==> src/rtl/uart_rx_frame_check_if.sv <==
// Bundle of signals between the RX bit sampler, the frame checker and the
// RX output register.
//
// Strobe semantics: frame_start and bit_valid are single-cycle qualifiers
// with no back-pressure. The checker consumes sampled_bit on every cycle
// bit_valid is high. frame_done is a one-cycle pulse that marks data_out and
// the error flags as freshly loaded. There is no ready signal; the checker
// keeps up with one bit per cycle.
interface uart_rx_frame_check_if #(
  parameter int DATA_WIDTH = 8,
  parameter int CNT_WIDTH  = 8
);
  logic                  frame_start;
  logic                  bit_valid;
  logic                  sampled_bit;
  logic                  par_en;
  logic                  par_type;
  logic                  cnt_clr;
  logic                  busy;
  logic                  frame_done;
  logic [DATA_WIDTH-1:0] data_out;
  logic                  par_err;
  logic                  stop_err;
  logic [CNT_WIDTH-1:0]  par_err_cnt;
  logic [CNT_WIDTH-1:0]  stop_err_cnt;

  // Sampler / consumer side
  modport master (
    output frame_start, bit_valid, sampled_bit, par_en, par_type, cnt_clr,
    input  busy, frame_done, data_out, par_err, stop_err,
           par_err_cnt, stop_err_cnt
  );

  // Frame checker side
  modport slave (
    input  frame_start, bit_valid, sampled_bit, par_en, par_type, cnt_clr,
    output busy, frame_done, data_out, par_err, stop_err,
           par_err_cnt, stop_err_cnt
  );
endinterface

==> src/rtl/uart_rx_frame_check.sv <==
// UART receive frame checker: assembles DATA_WIDTH data bits LSB-first after
// a confirmed start bit, checks optional even/odd parity and STOP_BITS stop
// bits, reports per-frame results and keeps saturating error counters.
module uart_rx_frame_check #(
  parameter int DATA_WIDTH = 8,
  parameter int STOP_BITS  = 1,
  parameter int CNT_WIDTH  = 8
) (
  input  logic                    clk,
  input  logic                    rst,
  uart_rx_frame_check_if.slave    rx,
  output logic [1:0]              state_dbg
);

  localparam logic [1:0] S_IDLE   = 2'd0;
  localparam logic [1:0] S_DATA   = 2'd1;
  localparam logic [1:0] S_PARITY = 2'd2;
  localparam logic [1:0] S_STOP   = 2'd3;

  localparam logic [3:0]           LAST_DATA = 4'(DATA_WIDTH - 1);
  localparam logic [3:0]           LAST_STOP = 4'(STOP_BITS - 1);
  localparam logic [CNT_WIDTH-1:0] CNT_MAX   = '1;

  logic [1:0]            state;
  logic [3:0]            bit_cnt;     // data bit index, reused for stop bits
  logic [DATA_WIDTH-1:0] data_sh;
  logic                  run_par;
  logic                  par_en_q;
  logic                  par_type_q;
  logic                  par_bad;
  logic                  stop_bad;

  logic                  busy_q;
  logic                  done_q;
  logic [DATA_WIDTH-1:0] data_q;
  logic                  par_err_q;
  logic                  stop_err_q;
  logic [CNT_WIDTH-1:0]  par_cnt;
  logic [CNT_WIDTH-1:0]  stop_cnt;

  logic                  frame_end;
  logic                  stop_flag;

  // Final stop strobe of the frame and the stop verdict including that bit
  always_comb begin
    frame_end = (state == S_STOP) && rx.bit_valid && (bit_cnt == LAST_STOP);
    stop_flag = stop_bad | ~rx.sampled_bit;
  end

  // Frame FSM, bit assembly, parity/stop tracking and registered results
  always_ff @(posedge clk or posedge rst) begin
    if (rst) begin
      state      <= S_IDLE;
      bit_cnt    <= '0;
      data_sh    <= '0;
      run_par    <= 1'b0;
      par_en_q   <= 1'b0;
      par_type_q <= 1'b0;
      par_bad    <= 1'b0;
      stop_bad   <= 1'b0;
      busy_q     <= 1'b0;
      done_q     <= 1'b0;
      data_q     <= '0;
      par_err_q  <= 1'b0;
      stop_err_q <= 1'b0;
    end else begin
      done_q <= 1'b0;
      case (state)
        S_IDLE: begin
          if (rx.frame_start) begin
            state      <= S_DATA;
            busy_q     <= 1'b1;
            bit_cnt    <= '0;
            run_par    <= 1'b0;
            par_en_q   <= rx.par_en;
            par_type_q <= rx.par_type;
            par_bad    <= 1'b0;
            stop_bad   <= 1'b0;
          end
        end
        S_DATA: begin
          if (rx.bit_valid) begin
            // Right shift: after DATA_WIDTH bits the first bit sits at bit 0
            data_sh <= {rx.sampled_bit, data_sh[DATA_WIDTH-1:1]};
            run_par <= run_par ^ rx.sampled_bit;
            if (bit_cnt == LAST_DATA) begin
              bit_cnt <= '0;
              state   <= par_en_q ? S_PARITY : S_STOP;
            end else begin
              bit_cnt <= bit_cnt + 4'd1;
            end
          end
        end
        S_PARITY: begin
          if (rx.bit_valid) begin
            // Even parity expects the data XOR; odd expects its inverse
            if (rx.sampled_bit != (run_par ^ par_type_q)) par_bad <= 1'b1;
            state <= S_STOP;
          end
        end
        S_STOP: begin
          if (rx.bit_valid) begin
            if (frame_end) begin
              state      <= S_IDLE;
              busy_q     <= 1'b0;
              done_q     <= 1'b1;
              data_q     <= data_sh;
              par_err_q  <= par_bad;
              stop_err_q <= stop_flag;
            end else begin
              stop_bad <= stop_flag;
              bit_cnt  <= bit_cnt + 4'd1;
            end
          end
        end
        default: state <= S_IDLE;
      endcase
    end
  end

  // Saturating error counters; a clear wins over a coincident increment
  always_ff @(posedge clk or posedge rst) begin
    if (rst) begin
      par_cnt  <= '0;
      stop_cnt <= '0;
    end else if (rx.cnt_clr) begin
      par_cnt  <= '0;
      stop_cnt <= '0;
    end else if (frame_end) begin
      if (par_bad && (par_cnt != CNT_MAX))    par_cnt  <= par_cnt + 1'b1;
      if (stop_flag && (stop_cnt != CNT_MAX)) stop_cnt <= stop_cnt + 1'b1;
    end
  end

  assign rx.busy         = busy_q;
  assign rx.frame_done   = done_q;
  assign rx.data_out     = data_q;
  assign rx.par_err      = par_err_q;
  assign rx.stop_err     = stop_err_q;
  assign rx.par_err_cnt  = par_cnt;
  assign rx.stop_err_cnt = stop_cnt;
  assign state_dbg       = state;

endmodule

==> src/flat_wrapper.sv <==
// flat-port wrapper written by rule: the top's interface ports become plain ports
module uart_rx_frame_check_flat 
#(
  parameter int DATA_WIDTH = 8,
  parameter int STOP_BITS  = 1,
  parameter int CNT_WIDTH  = 8
)
  (clk, rst, state_dbg, rx_frame_start, rx_bit_valid, rx_sampled_bit, rx_par_en, rx_par_type, rx_cnt_clr, rx_busy, rx_frame_done, rx_data_out, rx_par_err, rx_stop_err, rx_par_err_cnt, rx_stop_err_cnt);
  uart_rx_frame_check_if #(.DATA_WIDTH(DATA_WIDTH), .CNT_WIDTH(CNT_WIDTH)) rx_i ();
  input  logic clk;
  input  logic rst;
  output logic [1:0] state_dbg;
  input wire logic [$bits(rx_i.frame_start)-1:0] rx_frame_start;
  input wire logic [$bits(rx_i.bit_valid)-1:0] rx_bit_valid;
  input wire logic [$bits(rx_i.sampled_bit)-1:0] rx_sampled_bit;
  input wire logic [$bits(rx_i.par_en)-1:0] rx_par_en;
  input wire logic [$bits(rx_i.par_type)-1:0] rx_par_type;
  input wire logic [$bits(rx_i.cnt_clr)-1:0] rx_cnt_clr;
  output wire logic [$bits(rx_i.busy)-1:0] rx_busy;
  output wire logic [$bits(rx_i.frame_done)-1:0] rx_frame_done;
  output wire logic [$bits(rx_i.data_out)-1:0] rx_data_out;
  output wire logic [$bits(rx_i.par_err)-1:0] rx_par_err;
  output wire logic [$bits(rx_i.stop_err)-1:0] rx_stop_err;
  output wire logic [$bits(rx_i.par_err_cnt)-1:0] rx_par_err_cnt;
  output wire logic [$bits(rx_i.stop_err_cnt)-1:0] rx_stop_err_cnt;
  assign rx_i.frame_start = rx_frame_start;
  assign rx_i.bit_valid = rx_bit_valid;
  assign rx_i.sampled_bit = rx_sampled_bit;
  assign rx_i.par_en = rx_par_en;
  assign rx_i.par_type = rx_par_type;
  assign rx_i.cnt_clr = rx_cnt_clr;
  assign rx_busy = rx_i.busy;
  assign rx_frame_done = rx_i.frame_done;
  assign rx_data_out = rx_i.data_out;
  assign rx_par_err = rx_i.par_err;
  assign rx_stop_err = rx_i.stop_err;
  assign rx_par_err_cnt = rx_i.par_err_cnt;
  assign rx_stop_err_cnt = rx_i.stop_err_cnt;
  uart_rx_frame_check #(.DATA_WIDTH(DATA_WIDTH), .STOP_BITS(STOP_BITS), .CNT_WIDTH(CNT_WIDTH)) u_core (.clk(clk), .rst(rst), .rx(rx_i), .state_dbg(state_dbg));
endmodule
==> config.mk <==
export PLATFORM = sky130hd
export DESIGN_NAME = uart_rx_frame_check_flat
export DESIGN_NICKNAME = d
export VERILOG_FILES = /design/src/rtl/uart_rx_frame_check_if.sv /design/src/rtl/uart_rx_frame_check.sv /design/src/flat_wrapper.sv
export SDC_FILE = /design/constraint.sdc
export NUM_CORES = 1
export LEC_CHECK = 0
export ABC_AREA = 1
export CAP_MARGIN = 30
export CELL_PAD_IN_SITES_DETAIL_PLACEMENT = 0
export CELL_PAD_IN_SITES_GLOBAL_PLACEMENT = 1
export CORE_MARGIN = 5
export CORE_UTILIZATION = 46
export DETAILED_ROUTE_END_ITERATION = 10
export DONT_BUFFER_PORTS = 1
export PLACE_DENSITY = 0.87
export SKIP_CTS_REPAIR_TIMING = 1
export SLEW_MARGIN = 20
export SYNTH_ARGS = -nofsm -noshare
export SYNTH_HDL_FRONTEND = slang
export SYNTH_SLANG_ARGS = --single-unit
==> constraint.sdc <==
create_clock -name clk -period 1.7 [get_ports clk]
set_input_delay 0.34 -clock clk [delete_from_list [all_inputs] [get_ports clk]]
set_output_delay 0.34 -clock clk [all_outputs]
set_load 0.03 [all_outputs]
==> impl_metrics.tcl, run 1 <==
set metrics [dict create \
    status "completed" \
    die_area_sq_um 7317 \
    cts.sinks 47 \
    multi_input_area_sq_um 1254 \
    boundaryPins 38 \
    reg2reg_from "u_core.bit_cnt[0]" \
    routed_wirelength_mm 5.426 \
    synth_nets 366 \
    dp_hpwl_mm 4.083 \
    drv_cap 0 \
    register_area_sq_um 1177 \
    dp_slack_ps 48.81 \
    insertedDiodeCount 0 \
    synth_cell_types 32 \
    avgViaCountPerCell 4.871 \
    fmax_ghz 0.6570 \
    dominantRegCellSynth "dfrtp_1" \
    synthTopCellsByArea "dfrtp_1 (45%), nand2_1 (19%), inv_1 (5.7%), nand3_1 (4.8%), o21ai_0 (4.8%)" \
    tns_ps 0 \
    p_total_mw 4.195 \
    min_path_type "input port to register" \
    die_w_um 85.54 \
    setup_viol 0 \
    slew_headroom_pct 71.60 \
    ant_nets 0 \
    grtUsageTotal_pct 15.70 \
    cts_buffers 5 \
    antenna_found_initial 0 \
    hold_start "rx_cnt_clr" \
    cts_tree "yes" \
    row_count 27 \
    dieHeight_um 85.54 \
    yosysSeqAreaShare_pct 44.80 \
    crit_fanout 10 \
    port_buffers 0 \
    grt_pass1_vias 2024 \
    dp_cells 439 \
    end_kind "register" \
    cts_buffer_depth 2 \
    syn_inst 349 \
    synthTopCellsByCount "nand2_1 (130), dfrtp_1 (47), inv_1 (40), nor2_1 (33)" \
    cellLeakagePower_nw 1.512 \
    dr.pass1.iters 4 \
    grt_pass1_wl_mm 9.259 \
    rrSetupSlack_ps 180 \
    wl_per_cell_um 12.11 \
    ys.warnings.count 0 \
    synth_area_sq_um 2625 \
    start_util_pct 47.38 \
    cts-root-buf "clkbuf_8" \
    finish.net_count 392 \
    nFillCells 561 \
    hold_end "u_core.rx.par_err_cnt[6]" \
    clkLatencyLatePin_ps 310 \
    drc_errors 0 \
    fin_worst_skew_ps 13.71 \
    drive_gt1_share_pct 13.83 \
    syn2layout_area_growth_pct 13.44 \
    critical_path_class "register to register" \
    num_vias 2182 \
    required_ps 1950 \
    final_hold_viol_count 0 \
    r2r-end "u_core.rx.par_err_cnt[3]" \
    synth_edf_count 0 \
    cellPowerDensity_nw_per_um2 1409 \
    grt_max_degree 31 \
    syn_avg_cell_area_sq_um 7.522 \
    reg2reg_depth 8 \
    clkTransAtPathRegs_ps 90 \
    yosysMostFrequentCell "nand2_1" \
    drt_first_iter_violations 87 \
    ir_worst_vdd_mv 0.9214 \
    worstPathArrival_ps 1770 \
    yosys.area.top_type "dfrtp_1" \
    layout_setup_ws_ps 177.9 \
    post-route-util_pct 53.75 \
    gr-total-overflow 0 \
    fin_crit_sh_pct 89.54 \
    gp_congestion 0.8107 \
    cts-htree-levels 2 \
    hold_depth 3 \
    period_minus_slack_ps 1522 \
    crit_path_start_kind "register" \
    final_cells 448 \
    rsz0062_at_grt "no" \
    worst_pin_slew_ps 425.3 \
    slew_viol_final 0 \
    synth_top_area_share_pct 44.80 \
    synth-async-reset-ratio_pct 100.0 \
    ys_ff_latch 47 \
    placeableCoreArea_sq_um 5540 \
]
## per-layer routing
metal	up-vias	GRT usage, %	routed length (um)
met2	36	26.13	2505
li1	1144	-	-
met4	0	4.748	75
met3	7	4.899	303
met1	995	19.55	2542
met5	-	0	0
## stage by stage
| stage | instance area, sq um | hold slack [ps] |
|---|---|---|
| floorplan | 2625 | 442.2 |
| global placement | 2863 | 242.9 |
| detailed placement | 2863 | 246.9 |
| CTS | 2959 | -92.82 |
| global route | 2978 | 162.9 |
| finish | 2978 | 177.4 |
## where the power goes
group / switching, mW / internal [mW]
clock: 0.416 / 0.305
sequential: 0.479 / 1.44
combinational: 0.980 / 0.575
total: 1.87 / 2.32
## area by class of cell
| cell class | count | share of cell area [%] |
|---|---|---|
| well taps | 72 | 3.025 |
| repair buffers | 25 | 6.807 |
| multi-input cells | 254 | 42.10 |
| clock buffers | 5 | 2.311 |
| clock inverters | 3 | 0.9244 |
| flip-flops and latches | 47 | 39.54 |
| inverters | 42 | 5.294 |
## critical path, stage by stage, from the launching register on
cell and delay, ps:
dfrtp_1 450, inv_1 100, ha_1 210, nand2_2 100
nor2_8 170, nand3_4 170, nand2_4 140, nand2_1 70
nand2_1 60
## cells in the final DEF (no fill, tap or decap), types with 2 or more instances in the layout
cell,n
nand2_1,129
dfrtp_1,46
inv_1,39
nor2_1,33
nand3_1,25
o21ai_0,25
buf_4,23
ha_1,7
nand2_2,5
a21oi_1,5
clkbuf_8,5
inv_2,3
xor2_1,3
xnor2_1,3
nand2_4,2
nand4_1,2
ha_2,2
## state kept, by name, summed over array words and instances (netlist names), 2 cells and up
register                count
u_core.rx.par_err_cnt       8
u_core.data_sh              8
u_core.state_dbg            2
u_core.bit_cnt              4
u_core.rx.data_out          8
u_core.rx.stop_err_cnt      8
## cell families (layout without fill, tap and decap cells)
kind of cell,count (synthesis),count (layout),share of synthesized area (%)
xor+xnor,6,6,2.002
mux,1,1,0.4289
buf+inv,48,75,7.721
flops,47,47,44.80
fa+ha+maj,9,9,4.290
simple gates,205,205,34.03
compound gates,33,33,6.721
## worst max path at each step
stage                             start                  endpoint  slack, ps  cells after the start
floorplan           u_core.state_dbg[0]         u_core.bit_cnt[0]          4                      8
detailed placement  u_core.state_dbg[0]         u_core.bit_cnt[2]         50                      8
CTS                 u_core.state_dbg[0]         u_core.bit_cnt[2]         30                      8
global route        u_core.state_dbg[1]       u_core.state_dbg[1]         50                      8
global placement    u_core.state_dbg[0]       u_core.state_dbg[1]        110                      8
finish                u_core.bit_cnt[0]  u_core.rx.par_err_cnt[3]        180                      8
Note: power is estimated with default switching activity, not from simulation.
==> run 2: changes to the inputs <==
--- a/config.mk
+++ b/config.mk
@@ -10,10 +10,12 @@
 export CELL_PAD_IN_SITES_DETAIL_PLACEMENT = 0
 export CELL_PAD_IN_SITES_GLOBAL_PLACEMENT = 1
 export CORE_MARGIN = 5
-export CORE_UTILIZATION = 46
+export CORE_UTILIZATION = 49
 export DETAILED_ROUTE_END_ITERATION = 10
 export DONT_BUFFER_PORTS = 1
-export PLACE_DENSITY = 0.87
+export HOLD_SLACK_MARGIN = 0.05
+export PLACE_DENSITY = 0.91
+export REMOVE_ABC_BUFFERS = 1
 export SKIP_CTS_REPAIR_TIMING = 1
 export SLEW_MARGIN = 20
 export SYNTH_ARGS = -nofsm -noshare
==> constraint.sdc (replaced) <==
create_clock -name clk -period 1.9 [get_ports clk]
set_input_delay 0.38 -clock clk [delete_from_list [all_inputs] [get_ports clk]]
set_output_delay 0.38 -clock clk [all_outputs]
set_load 0.03 [all_outputs]
==> run 2 against run 1 <==
Critical path type unchanged. Highest routed layer unchanged. Clock skew is 6.0 ps lower. Cell area is 0.92% lower. Sequential cell count stayed put.
==> impl_metrics.tcl, run 2 (synthesized netlist as in run 1, its figures left out) <==
set metrics [dict create \
    dp_hpwl_mm 3.952 \
    use_met1_pct 20.53 \
    cellPowerDensity_nw_per_um2 1292 \
    row_count 26 \
    num_vias 2096 \
    hold_start "rx_cnt_clr" \
    insertedDiodeCount 0 \
    antenna_found_initial 0 \
    fin_crit_sh_pct 83.62 \
    placeableCoreArea_sq_um 5140 \
    routed_wirelength_mm 5.259 \
    cp_num_buf_inv 2 \
    cts.sinks 47 \
    worst_hold_slack_ps 225.1 \
    crit_slowest_cell "dfrtp_1" \
    setup_viol 0 \
    hold_end "u_core.rx.par_err_cnt[5]" \
    min_path_type "input port to register" \
    grt_pass1_wl_mm 9.384 \
    reg2reg_depth 8 \
    crit_top_cell "nand2_1" \
    status "completed" \
    register_area_sq_um 1176 \
    port_buffers 0 \
    final_cell_mix "nand2_1 (130), dfrtp_1 (47), inv_1 (39)" \
    gp_congestion 0.7919 \
    r2r-end "u_core.bit_cnt[1]" \
    hold_depth 3 \
    use_met2_pct 26.97 \
    rsz0062_at_grt "no" \
    dr.pass1.iters 4 \
    final_hold_viol_count 0 \
    ir_worst_vdd_mv 0.7080 \
    fin_worst_skew_ps 7.749 \
    crit_path_start_kind "register" \
    slew_headroom_pct 70.66 \
    design_area_sq_um 2950 \
    required_ps 2090 \
    drv_cap 0 \
    drt_first_iter_violations 114 \
    avgViaCountPerCell 4.753 \
    final_cells 441 \
    cts_buffers 5 \
    grt_max_degree 37 \
    slew_viol_final 0 \
    slowest_delay_ps 410 \
    die_w_um 83.19 \
    grtUsageMet3_pct 4.257 \
    drc_errors 0 \
    cts_buffer_depth 2 \
    crit_chain "ha_1 > buf_4 > nand2_1 > nand2_1 > nor3_4 > inv_2 > nand2_1 > nand2_1" \
    die_area_sq_um 6921 \
    dp_cells 432 \
    grtUsageTotal_pct 16.07 \
    multi_input_area_sq_um 1246 \
    clkLatencyLatePin_ps 290 \
    nFillCells 526 \
    crit_fanout 7 \
    cp_top_family "simple AND/OR/NAND/NOR gates" \
    syn2layout_area_growth_pct 12.39 \
    ant_nets 0 \
    busiest_layer "met2" \
    rrSetupSlack_ps 310 \
    gr-total-overflow 0 \
    cts_tree "yes" \
    start_util_pct 51.07 \
    finish.net_count 387 \
    reg2reg_from "u_core.state_dbg[0]" \
    period_minus_slack_ps 1589 \
    worst_pin_slew_ps 440.1 \
    end_kind "register" \
    worstPathArrival_ps 1770 \
    cts-root-buf "clkbuf_8" \
    fmax_ghz 0.6294 \
    final_common_cell "nand2_1" \
    cellLeakagePower_nw 1.505 \
    critical_path_class "register to register" \
    dieHeight_um 83.19 \
    dpl-instance-area_sq_um 2823 \
    grt_pass1_vias 2032 \
    clkTransAtPathRegs_ps 90 \
    wl_per_cell_um 11.93 \
    drive_gt1_share_pct 11.59 \
    boundaryPins 38 \
    cts-htree-levels 2 \
]
[run 2: worst max-delay path by stage]
| stage | from | to | slack (ps) | cells after the start |
|---|---|---|---|---|
| floorplan | u_core.state_dbg[0] | u_core.rx.stop_err_cnt[6] | -40 | 8 |
| global placement | u_core.state_dbg[0] | u_core.bit_cnt[0] | 360 | 8 |
| detailed placement | u_core.state_dbg[0] | u_core.bit_cnt[1] | 320 | 8 |
| CTS | u_core.state_dbg[0] | u_core.bit_cnt[1] | 310 | 8 |
| global route | u_core.state_dbg[0] | u_core.bit_cnt[2] | 150 | 8 |
| finish | u_core.state_dbg[0] | u_core.bit_cnt[1] | 310 | 8 |
[run 2: metrics by stage]
step           TNS (ps)  total power, mW  util (%)  worst slack (ps)
2_1_floorplan    -286.4            2.726         -            -37.77
3_3_place_gp          0            3.059     54.92             364.7
3_5_place_dp          0            3.098     54.92             319.0
4_1_cts               0            3.861     57.21             308.3
5_1_grt               0            4.128     57.40             148.9
6_report              0            3.812     57.40             311.2
[run 2: layout make-up]
cell class                      count  area share (%)
Tap cell                           70           2.969
Inverter                           42           5.344
Multi-Input combinational cell    254           42.24
Sequential cell                    47           39.86
Clock inverter                      2           1.187
Timing Repair Buffer               20           5.598
Clock buffer                        6           2.799
[run 2: worst reg2reg max path, delay by kind of cell, from the launching register on]
kind	cells	cell delay (ps)
AND/OR/NAND/NOR	5	570
flip-flops	1	410
buffers and inverters	2	250
adder cells (fa/ha/maj)	1	250
[run 2: routing by layer]
layer / up-vias / share of wire, % / wire length (um)
met4: 0 / 0.87 / 46
met2: 37 / 48 / 2505
li1: 1132 / - / -
met1: 922 / 46 / 2443
met5: - / 0 / 0
met3: 5 / 5.0 / 263
[run 2: report_power, final]
| group | internal (mW) | switching [mW] | leakage, nW | total [mW] |
|---|---|---|---|---|
| combinational | 0.488 | 0.853 | 0.819 | 1.34 |
| sequential | 1.29 | 0.432 | 0.625 | 1.72 |
| clock | 0.426 | 0.326 | 0.0612 | 0.752 |
| total | 2.20 | 1.61 | 1.50 | 3.81 |
